<file path="src/rtl/mux_rr_arbiter.sv">
// Round-robin burst arbiter that shares one 8:1 32-bit multiplexer between eight
// valid/ready requesters and presents the selected word as a single output stream.

module multiplexer (
  input  logic [31:0] data0,
  input  logic [31:0] data1,
  input  logic [31:0] data2,
  input  logic [31:0] data3,
  input  logic [31:0] data4,
  input  logic [31:0] data5,
  input  logic [31:0] data6,
  input  logic [31:0] data7,
  input  logic [2:0]  selectLine,
  output logic [31:0] Output
);
  always_comb begin
    case (selectLine)
      3'd0:    Output = data0;
      3'd1:    Output = data1;
      3'd2:    Output = data2;
      3'd3:    Output = data3;
      3'd4:    Output = data4;
      3'd5:    Output = data5;
      3'd6:    Output = data6;
      default: Output = data7;
    endcase
  end
endmodule

module mux_rr_arbiter #(
  parameter int MAX_BURST = 4,
  parameter int CNT_W     = 8
) (
  input  logic        clk,
  input  logic        rst_n,
  input  logic [7:0]  reqValid,
  input  logic [31:0] data0,
  input  logic [31:0] data1,
  input  logic [31:0] data2,
  input  logic [31:0] data3,
  input  logic [31:0] data4,
  input  logic [31:0] data5,
  input  logic [31:0] data6,
  input  logic [31:0] data7,
  output logic [7:0]  reqReady,
  output logic        outValid,
  input  logic        outReady,
  output logic [31:0] outData,
  output logic [2:0]  selectLine,
  output logic [7:0]  grant,
  output logic        busy
);
  typedef enum logic {IDLE, GRANT} state_t;

  state_t           state_q, state_d;
  logic [2:0]       sel_q, sel_d;
  logic [2:0]       ptr_q, ptr_d;
  logic [7:0]       grant_q, grant_d;
  logic [CNT_W-1:0] cnt_q, cnt_d;

  logic [2:0] win;
  logic       win_vld;
  logic       beat;
  logic       last_beat;

  multiplexer u_mux (
    .data0(data0), .data1(data1), .data2(data2), .data3(data3),
    .data4(data4), .data5(data5), .data6(data6), .data7(data7),
    .selectLine(sel_q), .Output(outData)
  );

  // Scan from the farthest offset down so the requester closest to ptr wins.
  always_comb begin
    win     = '0;
    win_vld = 1'b0;
    for (int k = 7; k >= 0; k--) begin
      if (reqValid[ptr_q + 3'(k)]) begin
        win     = ptr_q + 3'(k);
        win_vld = 1'b1;
      end
    end
  end

  assign outValid   = (state_q == GRANT) && reqValid[sel_q];
  assign beat       = outValid && outReady;
  assign reqReady   = grant_q & {8{beat}};
  assign last_beat  = (cnt_q == CNT_W'(MAX_BURST - 1));
  assign selectLine = sel_q;
  assign grant      = grant_q;
  assign busy       = (state_q == GRANT);

  always_comb begin
    state_d = state_q;
    sel_d   = sel_q;
    ptr_d   = ptr_q;
    grant_d = grant_q;
    cnt_d   = cnt_q;
    case (state_q)
      IDLE: begin
        if (win_vld) begin
          state_d = GRANT;
          sel_d   = win;
          grant_d = 8'(1) << win;
          cnt_d   = '0;
        end
      end
      default: begin
        // A dropped request and a final beat release the same way: one bubble, ptr past holder.
        if (!reqValid[sel_q] || (beat && last_beat)) begin
          state_d = IDLE;
          ptr_d   = sel_q + 3'd1;
          grant_d = '0;
          cnt_d   = '0;
        end else if (beat) begin
          cnt_d = cnt_q + CNT_W'(1);
        end
      end
    endcase
  end

  always_ff @(posedge clk or negedge rst_n) begin
    if (!rst_n) begin
      state_q <= IDLE;
      sel_q   <= '0;
      ptr_q   <= '0;
      grant_q <= '0;
      cnt_q   <= '0;
    end else begin
      state_q <= state_d;
      sel_q   <= sel_d;
      ptr_q   <= ptr_d;
      grant_q <= grant_d;
      cnt_q   <= cnt_d;
    end
  end
endmodule
</file>
<file path="config.mk">
export PLATFORM = sky130hd
export DESIGN_NAME = mux_rr_arbiter
export DESIGN_NICKNAME = d
export VERILOG_FILES = /design/src/rtl/mux_rr_arbiter.sv
export SDC_FILE = /design/constraint.sdc
export NUM_CORES = 1
export LEC_CHECK = 0
export ABC_AREA = 1
export CAP_MARGIN = 20
export CORE_AREA = 5 5 123 125
export CTS_CLUSTER_SIZE = 25
export DETAILED_ROUTE_END_ITERATION = 10
export DIE_AREA = 0 0 128 130
export PLACE_DENSITY = 0.72
export RECOVER_POWER = 100
export SLEW_MARGIN = 10
export SYNTH_ARGS = -nofsm -noshare
export SYNTH_HDL_FRONTEND = slang
export SYNTH_SLANG_ARGS = --single-unit
</file>
<file path="constraint.sdc">
create_clock -name clk -period 3.3 [get_ports clk]
set_clock_uncertainty 0.05 [all_clocks]
set_input_delay 0.825 -clock clk [delete_from_list [all_inputs] [get_ports clk]]
set_output_delay 0.825 -clock clk [all_outputs]
set_load 0.01 [all_outputs]
</file>
==> out/qor.yml <==
yosys:
  synthesis.area_sq_um: 3727
  synth_area_leaders: "nand3_1, dfrtp_1, nand2_1"
  ys_dominant_reg_cell: "dfrtp_1"
  synth_edf_count: 0
  synthTopCellsByCount: "nand3_1, nand2_1, inv_1"
  syn_avg_cell_area_sq_um: 6.202
  ys_async_sr_fraction_pct: 100.0
  syn_inst: 601
  synth-seq-cells: 23
  synth_top_area_share_pct: 19.34
  yosysSeqAreaShare_pct: 15.44
  synth.distinct_cells: 35
  synth_warnings: 0
  synth.most_common_cell: "nand3_1"
  mappedNetlistNets: 876
  yosys.area.top_type: "nand3_1"
final_layout:
  fin_area_sq_um: 7611
  area.growth.synth_to_final_pct: 104.2
  layout.nets: 1224
  drive_above_1_share_pct: 13.82
floorplanning:
  initial_core_util_pct: 27.06
  fp.dieH_um: 130
  die_area_sq_um: 16640
  die_w_um: 128
  io_pins: 320
  placementRows: 43
  core-area_sq_um: 13770
route:
  first_pass_iters: 5
  vias_per_cell: 5.074
  wirelength_um: 22780
  drtAntennaViolNets: 0
  drtIter0Drc: 508
  routedWlPerCell_um: 20.17
  drc: 0
  vias: 5729
timing:
  worst_pin_slew_ns: 1.217
  slew_headroom_pct: 18.89
  hold_violations: 0
  max_freq_ghz: 0.3096
  period_needed_ns: 3.230
  period_share_pct: 97.86
  report.final.slew_viol_count: 0
  finalSetupViolations: 0
  layout_setup_ws_ns: 0.07048
clocking:
  clock-sinks: 23
  clock_latency_ns: 0.26
  cts_buffer_depth: 2
  cts_tree: "yes"
  numCtsBuffers: 3
  clockRootBuffer: "clkbuf_16"
  h-tree-depth: 1
  clk_pin_slew_worst_paths_ns: 0.06
  ctsHoldBuffers: 0
critical_path:
  endpoint_kind: "output pin"
  crit_type: "flop to output pin"
  startpoint_type: "flop"
  worstPathMaxFanout: 6
  arrival_ns: 2.35
  cp.required_ns: 2.42
  ff2ff_path_depth: 13
grt:
  grt_max_degree: 33
  grt_first_pass_wirelength_um: 32840
  met1_usage_pct: 31.02
  grt.overflow.total: 0
  grt_usage_pct: 25.18
  grtUsageMet2_pct: 42.82
  busiest_layer: "met2"
  antenna_found_initial: 2
  met3_usage_pct: 9.087
  grt_pass1_vias: 5694
run_status:
  status: "finished clean"
power_and_ir_drop:
  powerDensity_nw_per_um2: 857.0
  vdd_drop_max_uv: 607.4
  p_leak_nw: 3.514
min_path:
  hp-class: "flop to flop"
  hold_path_depth: 1
job:
  maxCapViolCount: 0
place:
  place_congestion: 0.9728
  placedInstanceArea_sq_um: 7388
  dp_hpwl_um: 19050
  pre_cts_slack_ns: -0.2044
  port_buffers: 319
-- registers in the layout, indices dropped and copies added, names as in the netlist --
signal	flops
busy	1
cnt_q	8
ptr_q	3
grant	8
selectLine	3
-- per-layer routing --
layer / part of all wire [%] / vias to the layer above
met2: 48 / 274
met1: 39 / 2609
met3: 11 / 30
met5: 0.12 / -
li1: - / 2812
met4: 1.9 / 4
-- worst max-delay path, cell delays in order (launching register included) --
cell,delay [ns]
dfrtp_2,0.42
inv_2,0.09
ha_1,0.22
nand2_1,0.11
clkinvlp_4,0.10
buf_4,0.15
buf_12,0.13
a221oi_1,0.31
nand3_1,0.19
dlygate4sd2_1,0.36
-- metrics by stage --
stage	utilization, %	hold slack [ns]	cells	power [mW]	setup TNS [ns]
after global routing	55.24	0.4923	1128	7.144	-0.05691
after global placement	53.64	0.4506	1113	6.244	-1.825
after floorplan	-	0.4281	601	3.747	0
after CTS	54.96	0.4697	1126	6.537	-0.003998
after detailed placement	53.64	0.4504	1113	6.241	-2.116
final	55.26	0.4641	1129	6.523	0
-- final cells by class --
cell class                      instances  area, sq um
Inverter                               75        290.3
Clock buffer                            3        75.07
Fill cell                            1336         6162
Multi-Input combinational cell        465         2718
Clock inverter                          1        5.005
Antenna cell                            1        2.502
Timing Repair Buffer                  381         3719
Sequential cell                        23        576.8
Tap cell                              180        225.2
-- power breakdown --
part | switching, mW | total (mW) | internal [mW]
Combinational | 3.30 | 5.77 | 2.47
Clock | 0.100 | 0.263 | 0.163
Sequential | 0.125 | 0.491 | 0.366
-- final timing paths --
path	end	slack, ns	startpoint
setup / recovery	outData[9]	0.07	selectLine[0]$_DFFE_PN0P_
hold / removal	cnt_q[0]$_DFFE_PN0P_	0.46	cnt_q[0]$_DFFE_PN0P_
setup reg to reg	cnt_q[5]$_DFFE_PN0P_	0.37	ptr_q[1]$_DFFE_PN0P_
hold reg to reg	cnt_q[0]$_DFFE_PN0P_	0.46	cnt_q[0]$_DFFE_PN0P_
max in group asynchronous	selectLine[0]$_DFFE_PN0P_	1.11	rst_n
min in group asynchronous	grant[7]$_DFFE_PN0P_	1.29	rst_n
-- cell usage in the layout, fill, tap and decap left out, types with 2 or more instances in the layout --
cell type        Yosys  final
clkdlybuf4s50_1      0    267
nand3_1            144    144
nand2_1             84     85
inv_1               69     67
buf_4                1     54
a21oi_1             39     38
o21ai_0             37     35
a22o_1              32     32
a221oi_1            32     27
nor2_1              27     25
nand2_2             23     22
dfrtp_1             23     22
dlygate4sd2_1        0     20
dlygate4sd3_1        0     11
dlymetal6s2s_1       0      9
nand3_2              7      7
ha_1                 8      7
clkdlybuf4s15_1      0      7
o21ai_1              4      6
xor2_1               6      6
inv_2                4      5
a221oi_2             0      5
buf_12               1      5
o21ai_2              4      4
clkbuf_2             0      4
a21oi_2              2      3
clkbuf_16            0      3
nor2_4               1      2
inv_4                2      2
o211ai_2             2      2
nand2_4              2      2
xnor2_1              2      2
nor3_1               2      2
-- logic make-up (layout without fill, tap and decap cells) --
group           Yosys count  after routing  share of synthesized area, %
simple gates            296            296                         39.01
compound gates          152            152                         27.86
buf+inv                 113            460                         12.86
flops                    23             23                         15.44
fa+ha+maj                 8              8                         2.686
xor+xnor                  8              8                         1.880
mux                       1              1                        0.2686
other cells               0              1                             0
-- repair_timing --
item	CTS	global route
pin swaps	0	4
resized for setup	42	29
endpoints found under the setup margin	40	25
cloned	1	0
buffers inserted	8	2
Power figures use the tool's default switching activity.
